--- config.mk ---
export PLATFORM = sky130hd
export DESIGN_NAME = sr_cmd_seq
export DESIGN_NICKNAME = d
export VERILOG_FILES = /design/src/rtl/sr_cmd_seq.sv
export SDC_FILE = /design/constraint.sdc
export NUM_CORES = 1
export LEC_CHECK = 0
export ABC_AREA = 1
export CAP_MARGIN = 20
export CORE_AREA = 2 2 43 45
export CTS_CLUSTER_DIAMETER = 50
export DETAILED_ROUTE_END_ITERATION = 8
export DIE_AREA = 0 0 45 47
export PLACE_DENSITY = 0.74
export SYNTH_ARGS = -nofsm -noshare
export SYNTH_HDL_FRONTEND = slang
export SYNTH_SLANG_ARGS = --single-unit
export TNS_END_PERCENT = 50
--- constraint.sdc ---
create_clock -name clk -period 2 [get_ports clk]
set_input_delay 0.4 -clock clk [delete_from_list [all_inputs] [get_ports clk]]
set_output_delay 0.4 -clock clk [all_outputs]
set_load 0.02 [all_outputs]
--- src/rtl/sr_cmd_seq.sv ---
// rtl/sr_cmd_seq.sv - SR flip-flop command sequencer with one-deep pending slot
module sr_cmd_seq #(
    parameter int PULSE_W = 2,
    parameter int GUARD_W = 1
) (
    input  logic clk,
    input  logic reset,
    input  logic set_req_i,
    input  logic clr_req_i,
    input  logic tog_req_i,
    output logic s_o,
    output logic r_o,
    output logic busy_o,
    output logic q_shadow_o,
    output logic conflict_o,
    output logic drop_o
);

    typedef enum logic [1:0] {IDLE, PULSE, GUARD} state_t;
    typedef enum logic [1:0] {CMD_SET, CMD_CLR, CMD_TOG} cmd_t;

    localparam logic [3:0] P_LOAD = 4'(PULSE_W - 1);
    localparam logic [3:0] G_LOAD = 4'(GUARD_W - 1);

    state_t     state;
    logic [3:0] cnt;
    logic       set_prev, clr_prev, tog_prev;
    logic       slot_valid;
    cmd_t       slot_cmd;

    logic       set_e, clr_e, tog_e;
    logic [1:0] n_edges;
    logic       single, multi;
    cmd_t       edge_cmd;
    logic       pulse_done, guard_done;
    logic       slot_launch, edge_launch, launch_go, launch_s;
    cmd_t       launch_cmd;

    always_comb begin
        set_e    = set_req_i & ~set_prev;
        clr_e    = clr_req_i & ~clr_prev;
        tog_e    = tog_req_i & ~tog_prev;
        n_edges  = {1'b0, set_e} + {1'b0, clr_e} + {1'b0, tog_e};
        single   = (n_edges == 2'd1);
        multi    = (n_edges >= 2'd2);
        edge_cmd = set_e ? CMD_SET : (clr_e ? CMD_CLR : CMD_TOG);

        // With no guard configured, the end of the pulse is also the end of the guard.
        pulse_done  = (state == PULSE) && (cnt == 4'd0);
        guard_done  = ((state == GUARD) && (cnt == 4'd0)) || (pulse_done && (GUARD_W == 0));
        slot_launch = slot_valid && ((state == IDLE) || guard_done);
        edge_launch = (state == IDLE) && !slot_valid && single;
        launch_go   = slot_launch || edge_launch;
        launch_cmd  = slot_valid ? slot_cmd : edge_cmd;
        // Toggles are resolved against the shadow at launch, not arrival.
        launch_s    = (launch_cmd == CMD_SET) || ((launch_cmd == CMD_TOG) && !q_shadow_o);
    end

    assign busy_o = (state != IDLE) || slot_valid;

    always_ff @(posedge clk) begin
        if (reset) begin
            state      <= IDLE;
            cnt        <= 4'd0;
            set_prev   <= 1'b0;
            clr_prev   <= 1'b0;
            tog_prev   <= 1'b0;
            slot_valid <= 1'b0;
            slot_cmd   <= CMD_SET;
            s_o        <= 1'b0;
            r_o        <= 1'b0;
            q_shadow_o <= 1'b0;
            conflict_o <= 1'b0;
            drop_o     <= 1'b0;
        end else begin
            set_prev   <= set_req_i;
            clr_prev   <= clr_req_i;
            tog_prev   <= tog_req_i;
            conflict_o <= multi;
            drop_o     <= 1'b0;

            // A slot launching this cycle is free for a newly arriving request.
            if (single && !edge_launch) begin
                if (!slot_valid || slot_launch) begin
                    slot_valid <= 1'b1;
                    slot_cmd   <= edge_cmd;
                end else begin
                    drop_o <= 1'b1;
                end
            end else if (slot_launch) begin
                slot_valid <= 1'b0;
            end

            if (launch_go) begin
                state      <= PULSE;
                cnt        <= P_LOAD;
                s_o        <= launch_s;
                r_o        <= !launch_s;
                q_shadow_o <= launch_s;
            end else begin
                case (state)
                    PULSE: begin
                        if (cnt != 4'd0) begin
                            cnt <= cnt - 4'd1;
                        end else begin
                            s_o <= 1'b0;
                            r_o <= 1'b0;
                            if (GUARD_W == 0) begin
                                state <= IDLE;
                            end else begin
                                state <= GUARD;
                                cnt   <= G_LOAD;
                            end
                        end
                    end
                    GUARD: begin
                        if (cnt != 4'd0) cnt <= cnt - 4'd1;
                        else             state <= IDLE;
                    end
                    default: state <= IDLE;
                endcase
            end
        end
    end

endmodule

## Word-level counts from Yosys, hierarchy flattened

Cells that the tools add are included.

| word-level totals | value |
|---|---|
| register bits | 17 |
| latch bits | 0 |
| bits in writable memories | 0 |
| bits in read-only memories | 0 |
| input port bits | 5 |
| logic and storage cells | 89 |
| memories kept | 0 |

| operators by class | value |
|---|---|
| add/subtract/negate cells | 3 |
| multipliers | 0 |
| divide/modulo/power cells | 0 |
| magnitude comparators | 1 |
| eq/ne operators | 12 |
| shifts and indexed selects | 0 |
| multiplexer cells | 19 |
| bitwise operators | 7 |
| reduce and logical (&&, ||, !) cells | 33 |

Operators by type and width:

| cell | count |
|---|---|
| 2-bit AND reduction | 7 |
| 1-bit two-way mux | 10 |
| 2-bit two-way mux | 5 |
| 4-bit two-way mux | 2 |
| 4-bit one-hot mux with 2 select lines | 1 |
| 2-bit nonzero test | 4 |
| 1-bit logical AND | 6 |
| 2-bit inequality test (second input constant) | 3 |
| 3-bit inequality test (second input constant) | 2 |
| 1-bit logical OR | 5 |
| 2-bit by 1-bit equality test with 1-bit output (second input constant) | 2 |
| 2-bit equality test (second input constant) | 2 |
| 1-bit logical NOT | 4 |
| 2-bit logical NOT | 2 |
| 4-bit logical NOT | 1 |
| 2-bit by 1-bit inequality test with 1-bit output (second input constant) | 2 |
| 1-bit inverter | 4 |
| 2-bit one-hot mux with 2 select lines | 1 |
| 4-bit nonzero test | 1 |
| 2-bit OR reduction | 2 |
| 4-bit by 1-bit subtractor with 4-bit output (second input constant) | 1 |
| 1-bit AND | 3 |
| 3-bit by 2-bit inequality test with 1-bit output (second input constant) | 1 |
| 3-bit nonzero test | 1 |
| other kinds (3) | 3 |

## Longest topological paths before layout

| depth | value |
|---|---|
| depth after elaboration | 10 |
| mapped depth | 11 |

## Worst setup path before layout

Ideal clock, no wire load.

| timing | value |
|---|---|
| kind | input to register |
| start point | input clr_req_i |
| end point | register r_o |
| setup time | 0.115 ns |
| data arrival time | 1.614 ns |
| data required time | 1.885 ns |
| setup slack | 0.271 ns |
| stages | 8 |
| buffers on the path | 0 |
| path through | nand2_1 > inv_1 > fa_1 > nand2_1 > o21ai_2 > nand2_2 > a21oi_1 > nor2_1 |

| on the way | value |
|---|---|
| cells in the longest elaborated chain, start to end | 9 |
| elaborated cells between the ends (all ways) | 18 |
| those cells by class | 2 x add/sub; 3 x eq/ne; 4 x mux; 1 x bitwise; 8 x reduce/logical |

Ends and longest elaborated chain:

| item | RTL line | source |
|---|---|---|
| start: declaration | 9 | `input logic clr_req_i,` |
| 1-bit AND * | 41 | `clr_e = clr_req_i & ~clr_prev;` |
| branches (longest 8 deep; another with 1-bit by 1-bit adder with 2-bit output) | -- |  |
| end signal: assignment | 98 | `r_o <= !launch_s;` |
| end: declaration | 12 | `output logic r_o,` |

Mark *: on every way between the ends.
A chain may end at the register's enable or synchronous reset.

## Worst setup path in the final report

Same ends and word-level chain as after synthesis.

==> metrics.md <==
| Metric | Value |
|---|---|
| Status | `completed` |
| Number of global-route vias before repair | `677` |
| Mapped cell area | `828 um2` |
| PD cells | `1070 nW/um2` |
| Clock slew at reported path FFs | `0.11 ns` |
| Slew Limit Headroom | `0.850` |
| Worst slew pin tran | `0.225 ns` |
| Main combinational cell family by area after synthesis | `simple AND/OR/NAND/NOR gates` |
| Worst min path class | `reg -> reg` |
| Starting DRT DRC Count | `15` |
| Final TNS setup | `0 ns` |
| Critical Path RT | `2.21 ns` |
| Syn_nets | `123` |
| Cells along the critical path | `clkdlybuf4s50_1 -> nand2_1 -> inv_1 -> fa_1 -> nand2_1 -> o21ai_2 -> nand2_2 -> a21oi_1 -> nor2_1` |
| Global-route wire length before repair | `2690 um` |
| Global Route Usage Sum | `0.184` |
| Share of cells above drive strength 1 | `0.200` |
| Post-synthesis adder-cell area fraction | `0.0393` |
| Starting Density | `0.502` |
| Total grt overflow | `0` |
| Syn_area_per_cell | `7.14 um2` |
| Max Cap Viol | `0` |
| CP Max Fanout | `7` |
| IO Count | `11` |
| Post-Synth Simple-Gate Area | `0.360` |
| Post-synthesis compound-gate area fraction | `0.0891` |
| Slowest stage delay, CP | `0.55 ns` |
| RSZ-0062 raised after global routing | `no` |
| Largest net degree at the start of global routing | `11` |
| Hold Vio Cnt, Final | `0` |
| Setup ws final | `0.0813 ns` |
| Setup WS pre-CTS | `-0.264 ns` |
| Worst-Skew Late Latency | `0.30 ns` |
| Chip height | `47 um` |
| Crit Path Class | `in -> reg` |
| Post-synth cell types | `20` |
| CP bufs+invs | `2` |
| Stages on the worst setup path | `9` |
| Nets | `143` |
| Crit start category | `primary input` |
| Flop-to-flop setup slack | `0.27 ns` |
| Sequential area share after synthesis | `0.411` |
| Core Box Area | `1650 um2` |
| CTS tree | `yes` |
| Crit end category | `flop` |
| CTS sink count | `17` |
| Row count | `15` |
| TritonCTS buffer count | `3` |
| Clock Skew | `0.00889 ns` |
| Maximum vdd ir drop | `0.000700 V` |
| Seq cells post-synth | `17` |
| Die area | `2120 um2` |
| TritonRoute pass-1 iters | `4` |
| Die width | `45 um` |
| Area growth syn-to-layout | `22.8%` |
| Post-synthesis mux area share | `0` |
| Final core area utilization | `0.616` |
| GP Congestion | `0.825` |
| CTS Buffer Depth | `2` |
| Fin. max-slew vios | `0` |
| Hold WS | `0.495 ns` |
| Detailed placement HPWL | `1270 um` |
| Worst Hold End | `s_o` |
| Reg2Reg Launch Point | `clr_prev` |
| Hold Path Cell Cnt | `2` |
| Fmax achieved | `521 MHz` |
| Post-Synth XOR/XNOR Area | `0.0106` |
| FF-to-FF End | `r_o` |
| Fillcell total | `159` |
| Detail Route Antenna Nets | `0` |
| Tcrit/Tclk final | `0.959` |
| Vias post-DR | `740` |
| Total routed wirelength | `1600 um` |
| Finish-stage setup viols | `0` |
| Post_cts resized | `0` |
| Hold_sp | `s_o` |
| H-tree Lvls | `1` |
| Leak | `0.492 nW` |
| Vias per cell | `4.87` |
| Hold-fix buffers, CTS | `0` |
| Critical-path top delay cell | `fa_1` |
| Root Driver | `clkbuf_4` |
| Post-CTS setup buffer count | `0` |
| Syn Inst Count | `116` |
| Most used cell along the critical path | `nand2_1` |
| N_diodes | `0` |
| Final min period | `1.92 ns` |
| Initial antenna violation count | `0` |
| R2r worst-path depth | `9` |
| Yosys warning total | `0` |
| CP top delay family | `adder cells` |
| IO buf count | `10` |
| Remaining DRCs | `0` |
| Critical Path AT | `2.13 ns` |
| Average wire per standard cell | `10.5 um` |
## cell usage in the layout (no fill, tap or decap), types with 2 or more instances in the layout
cell type / n
nand2_1: 28
dfxtp_1: 17
inv_1: 15
nand3_1: 12
nor2_1: 11
clkdlybuf4s50_1: 9
nand2_2: 8
a21oi_1: 7
buf_4: 5
inv_2: 4
clkbuf_4: 3
nor2_2: 2
nand4_1: 2
## report_power, final
part | switching (mW) | internal [mW]
Combinational | 0.280 | 0.183
Clock | 0.114 | 0.0746
Sequential | 0.0409 | 0.397
## synthesized netlist by cell type
library cell / number / share of area
nand2_1: 28 / 0.13
a21oi_1: 7 / 0.042
a21oi_4: 1 / 0.020
nand3_2: 1 / 0.012
xor2_1: 1 / 0.011
or2_1: 1 / 0.0076
o21ai_0: 1 / 0.0060
ha_1: 1 / 0.015
nand2_2: 8 / 0.060
inv_1: 15 / 0.068
a21oi_2: 1 / 0.011
clkinv_1: 1 / 0.0045
inv_2: 4 / 0.018
nor2_1: 11 / 0.050
nor2_2: 2 / 0.015
nand4_1: 2 / 0.015
o21ai_2: 1 / 0.011
nand3_1: 12 / 0.073
dfxtp_1: 17 / 0.41
fa_1: 1 / 0.024
## layer usage
metal  global-route usage  part of all wire
met1                0.207              0.47
met2                0.314              0.47
met3               0.0500             0.035
met4                0.106             0.025
met5                    0                 0
## layout make-up
class                   count  area (um2)  share of cell area
flip-flops and latches     17         340               0.335
clock buffers               3        22.5              0.0221
clock inverters             1        5.00             0.00492
repair buffers             15         140               0.138
well taps                  17        21.3              0.0209
multi-input cells          79         413               0.406
inverters                  20        75.1              0.0738
## state kept, by name, summed over array words and instances (netlist names)
| register | cells |
|---|---|
| cnt | 4 |
| slot_cmd | 2 |
| state | 2 |
| clr_prev | 1 |
| conflict_o | 1 |
| drop_o | 1 |
| q_shadow_o | 1 |
| r_o | 1 |
| s_o | 1 |
| set_prev | 1 |
| slot_valid | 1 |
| tog_prev | 1 |
## logic make-up after synthesis
family,after synthesis
AO/OA/AOI/OAI,11
XOR/XNOR,1
adder cells (fa/ha/maj),2
buffers and inverters,20
flip-flops,17
AND/OR/NAND/NOR,65
## per-stage QoR
step / area [um2] / total power [mW] / std cells
global route: 1020 / 1.18 / 152
finish: 1020 / 1.09 / 152
detailed placement: 987 / 0.912 / 148
floorplan: 828 / 0.774 / 116
CTS: 1010 / 1.10 / 152
global placement: 987 / 0.898 / 148
## worst max-delay path by stage
stage,from,end,slack (ns)
floorplan,clr_req_i,r_o,0.27
global placement,clr_req_i,r_o,-0.20
detailed placement,clr_req_i,r_o,-0.26
CTS,state[0],busy_o,0.008
global route,clr_req_i,state[1],0.005
finish,clr_req_i,r_o,0.08
## worst min-delay path, stage by stage (launching register included)
cell and delay [ns]:
dfxtp_1 0.33, nand4_1 0.08, nand2_1 0.05
(Power assumes the default switching activity.)
